[config.mk]
export PLATFORM = sky130hd
export DESIGN_NAME = uart_rx_fifo_flat
export DESIGN_NICKNAME = d
export VERILOG_FILES = /design/src/rtl/uart_rx_fifo_pkg.sv /design/src/rtl/uart_rx_fifo_if.sv /design/src/rtl/uart_rx_fifo_timeout.sv /design/src/rtl/uart_rx_fifo.sv /design/src/flat_wrapper.sv
export SDC_FILE = /design/constraint.sdc
export NUM_CORES = 1
export LEC_CHECK = 0
export ABC_AREA = 0
export BUFFER_PORTS_ARGS = -buffer_cell sky130_fd_sc_hd__buf_2
export CAP_MARGIN = 10
export CORE_AREA = 2 2 77 79
export CTS_BUF_LIST = sky130_fd_sc_hd__clkbuf_2 sky130_fd_sc_hd__clkbuf_4 sky130_fd_sc_hd__clkbuf_8
export CTS_CLUSTER_DIAMETER = 30
export CTS_CLUSTER_SIZE = 12
export DETAILED_ROUTE_END_ITERATION = 6
export DIE_AREA = 0 0 79 81
export GPL_TIMING_DRIVEN = 0
export PLACE_DENSITY = 0.8
export SLEW_MARGIN = 10
export SYNTH_ARGS = -nofsm -noshare
export SYNTH_HDL_FRONTEND = slang
export SYNTH_SLANG_ARGS = --single-unit
[constraint.sdc]
create_clock -name clk_i -period 2.9 [get_ports clk_i]
set_input_delay 0.29 -clock clk_i [delete_from_list [all_inputs] [get_ports clk_i]]
set_output_delay 0.29 -clock clk_i [all_outputs]
set_load 0.05 [all_outputs]
[src/rtl/uart_rx_fifo_pkg.sv]
// Shared constants and helpers for the UART receive FIFO.
// The optional idle timeout is built only when UART_RX_FIFO_TIMEOUT_EN is defined.
package uart_pkg;

    localparam int DEPTH_DEF     = 8;
    localparam int WIDTH_DEF     = 8;
    localparam int TO_CYCLES_DEF = 3480;

    // Level counter must be able to hold the value DEPTH itself.
    function automatic int level_w(input int depth);
        return $clog2(depth + 1);
    endfunction

endpackage

[src/rtl/uart_rx_fifo_if.sv]
// Receiver/bus-side handshake bundle of the UART receive FIFO.
// The master side is the receiver plus bus read path; the slave side is the FIFO.
interface uart_rx_fifo_if
    import uart_pkg::*;
#(
    parameter int DEPTH = DEPTH_DEF,
    parameter int WIDTH = WIDTH_DEF
)();

    localparam int LW = level_w(DEPTH);

    logic             push;
    logic [WIDTH-1:0] push_data;
    logic             pop;
    logic [LW-1:0]    thresh;
    logic             clr;
    logic             flush;
    logic [WIDTH-1:0] rd_data;
    logic [LW-1:0]    level;
    logic             empty;
    logic             full;
    logic             overrun;
    logic             intr_rx;
    logic             timeout;

    modport master (
        output push, push_data, pop, thresh, clr, flush,
        input  rd_data, level, empty, full, overrun, intr_rx, timeout
    );

    modport slave (
        input  push, push_data, pop, thresh, clr, flush,
        output rd_data, level, empty, full, overrun, intr_rx, timeout
    );

endinterface

[src/rtl/uart_rx_fifo_timeout.sv]
// Idle timeout for the receive FIFO: counts cycles with data waiting and no activity.
// Only instantiated when UART_RX_FIFO_TIMEOUT_EN is defined.
module uart_rx_timeout
    import uart_pkg::*;
#(
    parameter int TO_CYCLES = TO_CYCLES_DEF
)(
    input  logic clk,
    input  logic rst,
    input  logic empty,
    input  logic activity,
    input  logic clr,
    output logic timeout
);

    localparam int CW = $clog2(TO_CYCLES + 1);

    logic [CW-1:0] count;
    logic          set;

    assign set = !empty && !activity && (count == CW'(TO_CYCLES - 1));

    always_ff @(posedge clk) begin
        if (rst) begin
            count   <= '0;
            timeout <= 1'b0;
        end else begin
            if (activity || empty) begin
                count <= '0;
            end else if (count != CW'(TO_CYCLES)) begin
                count <= count + 1'b1;
            end
            // A timeout reached on the same edge as a clear still latches.
            if (set) begin
                timeout <= 1'b1;
            end else if (clr) begin
                timeout <= 1'b0;
            end
        end
    end

endmodule

[src/rtl/uart_rx_fifo.sv]
// Receive byte FIFO between the UART receiver and the bus read path (first-word fall-through).
// Define UART_RX_FIFO_TIMEOUT_EN to build the idle timeout flag; otherwise timeout is 0.
module uart_rx_fifo
    import uart_pkg::*;
#(
    parameter int DEPTH     = DEPTH_DEF,
    parameter int WIDTH     = WIDTH_DEF,
    parameter int TO_CYCLES = TO_CYCLES_DEF
)(
    input  logic           clk_i,
    input  logic           rst_i,
    uart_rx_fifo_if.slave  bus
);

    localparam int LW = level_w(DEPTH);
    localparam int PW = $clog2(DEPTH);

    logic [WIDTH-1:0] mem [DEPTH];
    logic [PW-1:0]    wptr;
    logic [PW-1:0]    rptr;
    logic [LW-1:0]    level;
    logic             overrun;
    logic             empty;
    logic             full;
    logic             do_push;
    logic             do_pop;
    logic             overrun_set;

    assign empty = (level == '0);
    assign full  = (level == LW'(DEPTH));

    // A simultaneous pop frees the slot, so a push into a full FIFO still lands.
    assign do_push     = bus.push && (!full || bus.pop) && !bus.flush;
    assign do_pop      = bus.pop && !empty && !bus.flush;
    assign overrun_set = bus.push && full && !bus.pop && !bus.flush;

    always_ff @(posedge clk_i) begin
        if (do_push && !rst_i) begin
            mem[wptr] <= bus.push_data;
        end
    end

    always_ff @(posedge clk_i) begin
        if (rst_i) begin
            wptr    <= '0;
            rptr    <= '0;
            level   <= '0;
            overrun <= 1'b0;
        end else begin
            if (bus.flush) begin
                wptr  <= '0;
                rptr  <= '0;
                level <= '0;
            end else begin
                if (do_push) begin
                    wptr <= wptr + 1'b1;
                end
                if (do_pop) begin
                    rptr <= rptr + 1'b1;
                end
                if (do_push && !do_pop) begin
                    level <= level + 1'b1;
                end else if (!do_push && do_pop) begin
                    level <= level - 1'b1;
                end
            end
            if (overrun_set) begin
                overrun <= 1'b1;
            end else if (bus.clr) begin
                overrun <= 1'b0;
            end
        end
    end

    assign bus.rd_data = empty ? '0 : mem[rptr];
    assign bus.level   = level;
    assign bus.empty   = empty;
    assign bus.full    = full;
    assign bus.overrun = overrun;
    assign bus.intr_rx = (bus.thresh != '0) && (level >= bus.thresh);

`ifdef UART_RX_FIFO_TIMEOUT_EN
    uart_rx_timeout #(
        .TO_CYCLES (TO_CYCLES)
    ) u_timeout (
        .clk      (clk_i),
        .rst      (rst_i),
        .empty    (empty),
        .activity (bus.push | bus.pop | bus.flush | bus.clr),
        .clr      (bus.clr),
        .timeout  (bus.timeout)
    );
`else
    // No idle counter in this build; the expression is constant 0.
    assign bus.timeout = (TO_CYCLES < 0);
`endif

endmodule

[src/flat_wrapper.sv]
// flat-port wrapper written by rule: the top's interface ports become plain ports
module uart_rx_fifo_flat import uart_pkg::*;
#(
    parameter int DEPTH     = DEPTH_DEF,
    parameter int WIDTH     = WIDTH_DEF,
    parameter int TO_CYCLES = TO_CYCLES_DEF
)
  (clk_i, rst_i, bus_push, bus_push_data, bus_pop, bus_thresh, bus_clr, bus_flush, bus_rd_data, bus_level, bus_empty, bus_full, bus_overrun, bus_intr_rx, bus_timeout);
  uart_rx_fifo_if #(.DEPTH(DEPTH), .WIDTH(WIDTH)) bus_i ();
  input  logic clk_i;
  input  logic rst_i;
  input wire logic [$bits(bus_i.push)-1:0] bus_push;
  input wire logic [$bits(bus_i.push_data)-1:0] bus_push_data;
  input wire logic [$bits(bus_i.pop)-1:0] bus_pop;
  input wire logic [$bits(bus_i.thresh)-1:0] bus_thresh;
  input wire logic [$bits(bus_i.clr)-1:0] bus_clr;
  input wire logic [$bits(bus_i.flush)-1:0] bus_flush;
  output wire logic [$bits(bus_i.rd_data)-1:0] bus_rd_data;
  output wire logic [$bits(bus_i.level)-1:0] bus_level;
  output wire logic [$bits(bus_i.empty)-1:0] bus_empty;
  output wire logic [$bits(bus_i.full)-1:0] bus_full;
  output wire logic [$bits(bus_i.overrun)-1:0] bus_overrun;
  output wire logic [$bits(bus_i.intr_rx)-1:0] bus_intr_rx;
  output wire logic [$bits(bus_i.timeout)-1:0] bus_timeout;
  assign bus_i.push = bus_push;
  assign bus_i.push_data = bus_push_data;
  assign bus_i.pop = bus_pop;
  assign bus_i.thresh = bus_thresh;
  assign bus_i.clr = bus_clr;
  assign bus_i.flush = bus_flush;
  assign bus_rd_data = bus_i.rd_data;
  assign bus_level = bus_i.level;
  assign bus_empty = bus_i.empty;
  assign bus_full = bus_i.full;
  assign bus_overrun = bus_i.overrun;
  assign bus_intr_rx = bus_i.intr_rx;
  assign bus_timeout = bus_i.timeout;
  uart_rx_fifo #(.DEPTH(DEPTH), .WIDTH(WIDTH), .TO_CYCLES(TO_CYCLES)) u_core (.clk_i(clk_i), .rst_i(rst_i), .bus(bus_i));
endmodule
==> qor.csv <==
metric,value,unit
syn_avg_cell_area,16.3,um2
hold_buffers,0,
cts_max_level,3,
slew_headroom,38.9,%
wirelength,6050,um
grt_antenna_before_repair,0,
cp.required,3.13,ns
numPortBuffers,33,
power,2.45,mW
critPathLaunchType,flip-flop,
num_antenna_cells,0,
cts_setup_buffers,0,
nets,274,
ys_top_cells_by_count,"64 x edfxtp_1, 30 x nor2_1, 16 x mux4_2",
die_h,81,um
drt_iter0_markers,183,
dieArea,6400,um2
maxCapViolations,0,
reg2reg_depth,10,
cts.clk_slew.worst_paths,0.07,ns
clkLatencyLatePin,0.34,ns
syn_inst,200,
cts-root-buf,clkbuf_8,
p_per_area,643,nW/um2
crit_fanout,7,
synthArstFlopShare,0,%
wl_per_cell,18.6,um
cts_tree,built,
dp.final_hpwl,3970,um
skew,0.00426,ns
rr_startpoint,u_core.bus.level[0],
synth_most_common_cell,edfxtp_1,
first_global_vias,1822,
yosysWarningCount,0,
placed_area,3560,um2
syn_area,3270,um2
final_antenna_net_count,0,
fin_hold_ws,0.206,ns
power.leakage,1.37,nW
yosysSeqAreaShare,67.4,%
clkSinkCount,78,
hp-class,in2reg,
start_util,57.6,%
worst_slack,0.292,ns
route.detailed.drc,0,
min_period_over_period,89.9,%
dp_slack,0.289,ns
grt.overflow.total,0,
reg2reg_to,u_core.bus.level[3],
die-width,79,um
rsz0062_at_grt,false,
synth-seq-cells,78,
dr.pass1.iters,4,
cts_made_buffers,9,
grt_first_pass_wirelength,9490,um
finalSetupTns,0,ns
synth_cell_type_count,34,
worstHoldPathCells,2,
via_count,1868,
cts_resized,0,
max_freq,0.383,GHz
post-route-cell-area,3800,um2
hold_start,rst_i,
syn_to_final_growth,16.3,%
path_class,reg2reg,
coreArea,5680,um2
gp_congestion,0.738,
grt_max_degree,14,
finalSetupViolations,0,
tightest_slew,0.913,ns
layout-drive-gt1-share,32.7,%
synth_edf_count,64,
period_needed,2.61,ns
row_count,28,
routed_via_density,5.73,
syn_nets,228,
arrival,2.84,ns
ys_top_cells_by_area,"edfxtp_1 59%, mux4_2 11%, dfxtp_1 8.6%",
vdd_drop_max,480,uV
ff2ff_setup_slack,0.29,ns
drv_slew,0,
yosys.area.top_type_share,58.8,%
min_to,u_core.bus.overrun,
ys.flop_type,edfxtp_1,
hold_violations,0,
cp-end-kind,flip-flop,
clk_path_buf_depth,2,
status,"complete, no violations",
ios,35,
yosysTopAreaCell,edfxtp_1,
grt.total_usage,21.0,%
sequential cells by signal (all words and copies together) (netlist names), named ones only:
register / cells
u_core.mem: 64
u_core.bus.level: 4
u_core.rptr: 3
u_core.wptr: 3
u_core.bus.overrun: 1
layout by cell type, fill, tap and decap left out, types with 3 or more instances in the layout:
master	n
a21oi_1	4
buf_2	36
buf_4	4
bufinv_16	3
clkbuf_8	10
dfxtp_1	14
edfxtp_1	64
ha_1	9
inv_1	8
mux2i_1	11
mux4_2	16
nor2_1	30
or2_2	3
xor2_1	4
critical path, stage by stage (launching register included):
cell      delay (ns)
dfxtp_1         0.40
or4b_4          0.62
o21ai_4         0.18
inv_1           0.06
ha_1            0.18
inv_1           0.12
ha_1            0.28
a21oi_1         0.20
a211o_1         0.17
a211oi_1        0.07
a31o_2          0.21
cell type report:
| class | count | area (um2) |
|---|---|---|
| Buffer | 9 | 52.6 |
| Clock inverter | 4 | 95.1 |
| Sequential cell | 78 | 2200 |
| Inverter | 8 | 30.0 |
| Timing Repair Buffer | 35 | 180 |
| Tap cell | 75 | 93.8 |
| Fill cell | 398 | 1870 |
| Clock buffer | 12 | 153 |
| Multi-Input combinational cell | 105 | 997 |
where the power goes:
| part | internal (mW) | leakage, nW | total [mW] | switching [mW] |
|---|---|---|---|---|
| logic | 0.0767 | 0.555 | 0.236 | 0.160 |
| registers | 1.22 | 0.690 | 1.23 | 0.00943 |
| clock network | 0.614 | 0.127 | 0.983 | 0.369 |
through the flow:
stage / cells / utilization [%]
after floorplan: 200 / -
after global placement: 308 / 62.2
after detailed placement: 310 / 62.7
after CTS: 326 / 67.0
after global routing: 326 / 67.0
final: 326 / 67.0
cell families after synthesis:
logic type | after synthesis | synth area share [%]
and+or+nand+nor | 50 | 7.42
muxes | 27 | 14.4
buffers and inverters | 17 | 2.53
other | 1 | 0.115
AOI/OAI and AO/OA | 12 | 2.79
xor gates and xnor gates | 5 | 1.34
DFF | 78 | 67.4
adders and majority gates | 10 | 4.06
metal layers:
metal,GRT usage [%],part of all wire [%],vias up
li1,-,-,852
met1,28.3,42,929
met2,33.6,51,79
met3,4.33,5.7,8
met4,9.48,1.5,0
met5,0,0,-
worst max-delay path by stage:
stage	start	to	slack, ns	cells past startpoint
2_1_floorplan	u_core.bus.level[3]	u_core.bus.level[3]	0.14	10
3_3_place_gp	u_core.bus.level[0]	u_core.mem[0][7]	-0.17	4
3_5_place_dp	u_core.bus.level[0]	u_core.bus.level[3]	0.29	10
4_1_cts	u_core.bus.level[0]	u_core.bus.level[3]	0.27	10
5_1_grt	u_core.bus.level[0]	u_core.bus.level[3]	0.08	10
6_report	u_core.bus.level[0]	u_core.bus.level[3]	0.29	10
(Power assumes the default switching activity.)
